File: config.mk
export PLATFORM = sky130hd
export DESIGN_NAME = fetch_unit
export DESIGN_NICKNAME = d
export VERILOG_FILES = /design/src/rtl/fetch_unit.sv
export SDC_FILE = /design/constraint.sdc
export NUM_CORES = 1
export LEC_CHECK = 0
export ABC_CLOCK_PERIOD_IN_PS = 3100
export BUFFER_PORTS_ARGS = -buffer_cell sky130_fd_sc_hd__buf_4
export CAP_MARGIN = 0
export CORE_MARGIN = 4
export CORE_UTILIZATION = 46
export DETAILED_ROUTE_END_ITERATION = 16
export GPL_TIMING_DRIVEN = 0
export HOLD_SLACK_MARGIN = 0.1
export PLACE_DENSITY = 0.74
export SYNTH_ARGS = -nofsm -noshare
export SYNTH_HDL_FRONTEND = slang
export SYNTH_SLANG_ARGS = --single-unit
File: constraint.sdc
create_clock -name Clk -period 3.1 [get_ports Clk]
set_clock_uncertainty 0.2 [all_clocks]
set_input_delay 0.31 -clock Clk [delete_from_list [all_inputs] [get_ports Clk]]
set_output_delay 0.31 -clock Clk [all_outputs]
set_load 0.01 [all_outputs]
File: src/rtl/fetch_unit.sv
// Instruction fetch and sequencing unit: PC, sticky condition register,
// conditional relative branches, halt detection and a retired-instruction counter.
module fetch_unit #(
    parameter int PC_W = 8,
    parameter int IW   = 9
) (
    input  logic            Clk,
    input  logic            Reset_n,
    input  logic            Start,
    input  logic [IW-1:0]   InstrData,
    input  logic            Branch,
    input  logic            FlagWrite,
    input  logic [2:0]      Flag,
    input  logic            Eq,
    input  logic            Lt,
    output logic [PC_W-1:0] InstrAddr,
    output logic [IW-1:0]   Instr,
    output logic            InstrValid,
    output logic            Done,
    output logic [15:0]     RetireCount,
    output logic [1:0]      dbg_state
);

    typedef enum logic [1:0] {
        IDLE = 2'd0,
        RUN  = 2'd1,
        HALT = 2'd2
    } state_t;

    state_t          state;
    logic [PC_W-1:0] pc;
    logic [2:0]      cond;
    logic            halt_word;
    logic            taken;
    logic            jump;
    logic [PC_W-1:0] offset;

    assign Instr     = InstrData;
    assign InstrAddr = pc;
    assign dbg_state = state;
    assign halt_word = &InstrData;
    assign offset    = {{(PC_W-6){InstrData[5]}}, InstrData[5:0]};

    always_comb begin
        taken = 1'b0;
        case (cond)
            3'b000:  taken = ~Eq;
            3'b001:  taken = Eq;
            3'b010:  taken = Lt;
            3'b011:  taken = Lt | Eq;
            3'b100:  taken = 1'b1;
            default: taken = 1'b0;
        endcase
    end

    // A branch that also writes the flags is a "set branch flag" op, never a jump.
    assign jump = Branch & ~FlagWrite & taken;

    always_ff @(posedge Clk or negedge Reset_n) begin
        if (!Reset_n) begin
            state       <= IDLE;
            pc          <= '0;
            cond        <= 3'b100;
            RetireCount <= 16'd0;
            InstrValid  <= 1'b0;
            Done        <= 1'b0;
        end else begin
            case (state)
                IDLE, HALT: begin
                    if (Start) begin
                        state       <= RUN;
                        pc          <= '0;
                        cond        <= 3'b100;
                        RetireCount <= 16'd0;
                        InstrValid  <= 1'b1;
                        Done        <= 1'b0;
                    end
                end
                RUN: begin
                    if (FlagWrite) cond <= Flag;
                    if (RetireCount != 16'hFFFF) RetireCount <= RetireCount + 16'd1;
                    // PC stays on the halt word so it remains visible while Done is high.
                    if (halt_word) begin
                        state      <= HALT;
                        InstrValid <= 1'b0;
                        Done       <= 1'b1;
                    end else if (jump) begin
                        pc <= pc + offset;
                    end else begin
                        pc <= pc + PC_W'(1);
                    end
                end
                default: begin
                    state      <= IDLE;
                    InstrValid <= 1'b0;
                    Done       <= 1'b0;
                end
            endcase
        end
    end

endmodule

==> key figures <==
Yosys
  • Avg Inst Size Synth: 9.33 um^2
  • Syn Nets: 225
  • Fraction of the mapped netlist area in adder cells: 6.54%
  • Multiplexer share of the synthesized area: 0.545%
  • Cell type contributing the most total cell area after synthesis: dfrtp_1
  • Largest family of logic cells by synthesized area: simple AND/OR/NAND/NOR gates
  • Number of synthesized register bits: 30
  • Sequential element share of the synthesized area: 40.9%
  • Distinct cells, synth: 38
  • Syn Inst Count: 197
  • Synth top area cells: dfrtp_1 (39%), ha_1 (5.4%), xnor2_1 (4.8%)
  • Area share of the largest cell type after synthesis: 39.5%
  • XOR/XNOR Fraction of Synth Area: 7.62%
  • Synthesis Warnings: 0
  • Simple-Gate Fraction of Synth Area: 25.4%
  • Compound-Gate Fraction of Synth Area: 12.4%
  • Synth Cell Area: 0.00184 mm^2

Floorplanning
  • Initial Utilization: 48.7%
  • Core Region: 0.00377 mm^2
  • Die W: 71.2 um
  • DIE AREA: 0.00507 mm^2
  • I/O Pins: 56
  • DIE HEIGHT: 71.2 um
  • Row count: 22

Timing
  • Period minus WS final: 2.96 ns
  • Final setup margin: 0.145 ns
  • Slew @ Worst Pin: 0.485 ns
  • F_max: 0.338 GHz
  • RSZ-0062 raised after global routing: false
  • Slew Viols, Final: 0
  • Setup TNS: 0 ns
  • Tcrit/Tclk final: 95.3%
  • Slew HR: 67.6%
  • Final setup fails: 0
  • Final hold violations: 0

Placement
  • IO Port Bufs: 55
  • Post-detail-place hpwl: 3200 um
  • DP Cell Count: 300
  • Gpl congestion: 0.783
  • Place WS: -0.187 ns

Finish
  • Cell Count, Final, Fillers Out: 314
  • Fin util: 66.0%
  • Fill count: 312
  • Ant. Diodes: 0
  • Commonest non-fill, non-tap cell in the layout: buf_4
  • Most frequent cells in the layout: buf_4 (65), dfrtp_1 (29), nand2_1 (23)
  • Area occupied by multi-input gates: 992 um^2
  • Syn-to-layout area delta: 35.5%
  • Share of post-route cells with drive strength above 1: 32.3%
  • Nets@finish: 293
  • Reg area: 752 um^2

Setup path
  • Worst Path Max Fanout: 6
  • Crit-path max cell delay: 0.56 ns
  • R2r endpoint: InstrAddr[7]
  • Crit-path cells: nor2b_1, o32ai_4, and3_4, ha_1, a21oi_2, o22ai_1, o41a_1, xnor2_1, a31o_2, a21o_1
  • RR Startpoint: cond[2]
  • Crit. Startpoint: cond[2]
  • Flop-to-flop setup slack: 0.14 ns
  • Worst r2r path cells: 10
  • Setup CP Type: reg2reg
  • Worst Path Required: 3.07 ns
  • Crit path capture: InstrAddr[7]
  • Worst endpoint data arrival time: 2.92 ns
  • CP Capture Type: flop
  • Critical Path Slowest Stage Cell: dfstp_2
  • Startpoint types: flop

Min path
  • HP Class: in2reg

Flow run
  • Number of max-cap violations: 0

Clock network
  • Clock buffer depth: 2
  • Clock tree from TritonCTS: done
  • H-tree Lvls: 2
  • Post-CTS setup buffer count: 0
  • Clock root cell: clkbuf_8
  • Num CTS Buffers: 5
  • Clock sink count: 30
  • Reg clk slew, reported paths: 0.06 ns
  • Clk_lat worst skew: 0.28 ns

Drt
  • DRC viols: 0
  • Via count: 1,628
  • 1st-iter DRT viols: 85
  • Total Wirelength: 4270 um
  • Post-DRT Antenna Nets: 0
  • DR vias/cell: 5.18
  • Per-cell routed wire length: 13.6 um
  • DR pass1 iterations: 4

Global route
  • First-pass GRT wire length: 7520 um
  • Total grt overflow: 0
  • Vias in the first global route: 1,709
  • Pin count of the biggest net entering global routing: 31
  • Initial antenna violation count: 0
  • Gr usage total: 18.3%

Run status
  • Status: completed

Power
  • PD cells: 648 mW/mm^2
  • Leak Pwr: 1.20 nW
  • Total Power: 1.61 mW
  • VDD IR max: 0.427 mV
==> stage by stage <==
stage          hold WS (ns)  area (um^2)
5_1_grt               0.141         2490
3_3_place_gp         0.0640         2310
2_1_floorplan        -0.186         1840
6_report              0.135         2490
4_1_cts               0.134         2470
3_5_place_dp         0.0664         2310
==> area by class of cell <==
cell class / instances / area share [%]
tap: 48 / 2.41
timing repair buffer: 61 / 19.0
clock buffer: 7 / 3.47
multi-input combinational: 149 / 39.8
inverter: 2 / 0.302
sequential: 30 / 30.2
clock inverter: 1 / 0.201
buffer: 16 / 4.57
==> cells by family after synthesis <==
kind of cell	after synthesis
compound gates	36
xor+xnor	16
fa+ha+maj	9
buf+inv	18
flops	30
mux	1
simple gates	87
==> flip-flops by register name (all words and copies together), names as in the netlist <==
name,count
RetireCount,16
InstrAddr,8
cond,3
dbg_state,2
InstrValid,1
==> Yosys cell counts <==
| library cell | number |
|---|---|
| buf_6 | 2 |
| nor4_4 | 2 |
| and4_4 | 2 |
| xnor2_1 | 10 |
| o32ai_1 | 1 |
| a21o_1 | 2 |
| o21ai_0 | 12 |
| fa_1 | 1 |
| o41a_1 | 1 |
| o21ai_1 | 1 |
| ha_1 | 8 |
| nor3_1 | 4 |
| and3_1 | 6 |
| a21oi_1 | 9 |
| dfstp_2 | 1 |
| nand2_1 | 23 |
| a41o_1 | 1 |
| a31o_2 | 1 |
| nor2b_1 | 5 |
| inv_1 | 2 |
| nand2b_1 | 4 |
| o31ai_1 | 3 |
| nand3_1 | 13 |
| a41oi_1 | 1 |
| buf_4 | 10 |
| nand4_1 | 6 |
| a22oi_1 | 1 |
| a211oi_2 | 1 |
| nand3b_1 | 2 |
| o22ai_1 | 2 |
| or3_1 | 2 |
| or3_2 | 1 |
| buf_2 | 1 |
| nor2_1 | 17 |
| dfrtp_1 | 29 |
| clkbuf_1 | 3 |
| xor2_1 | 6 |
| mux2i_1 | 1 |
==> report_power, final <==
| group | switching (mW) | leakage (nW) | internal (mW) |
|---|---|---|---|
| sequential | 0.116 | 0.382 | 0.491 |
| combinational | 0.355 | 0.771 | 0.334 |
| clock | 0.139 | 0.0482 | 0.179 |
==> worst max-delay path: cells and delay by family (launching register included) <==
kind	cells	cell delay, ns
AO/OA/AOI/OAI	6	1.36
XOR/XNOR	1	0.16
adder cells (fa/ha/maj)	1	0.23
flip-flops	1	0.56
AND/OR/NAND/NOR	2	0.33
==> timing repair <==
| action | CTS | global route |
|---|---|---|
| endpoints found under the hold margin | 33 | 0 |
| setup endpoints to repair | 2 | 1 |
| gates resized for setup | 1 | 3 |
| hold buffers | 6 | 0 |
| cloned | 0 | 0 |
==> how the worst min path moves through the flow <==
| stage | startpoint | to | slack (ns) | cells after the start |
|---|---|---|---|---|
| floorplan | Reset_n | InstrAddr[0] | -0.19 | 0 |
| global placement | Reset_n | RetireCount[5] | 0.06 | 1 |
| detailed placement | Reset_n | RetireCount[14] | 0.07 | 1 |
| CTS | Start | InstrValid | 0.13 | 3 |
| global route | Start | InstrValid | 0.14 | 3 |
| finish | Start | InstrValid | 0.14 | 3 |
==> per-layer routing <==
| metal | wire (um) | up-vias | track usage (%) |
|---|---|---|---|
| li1 | - | 830 | - |
| met1 | 2050 | 759 | 24.2 |
| met2 | 1980 | 30 | 29.8 |
| met3 | 169 | 9 | 3.51 |
| met4 | 70 | 0 | 6.68 |
| met5 | 0 | - | 0 |
Power figures use the tool's default switching activity.
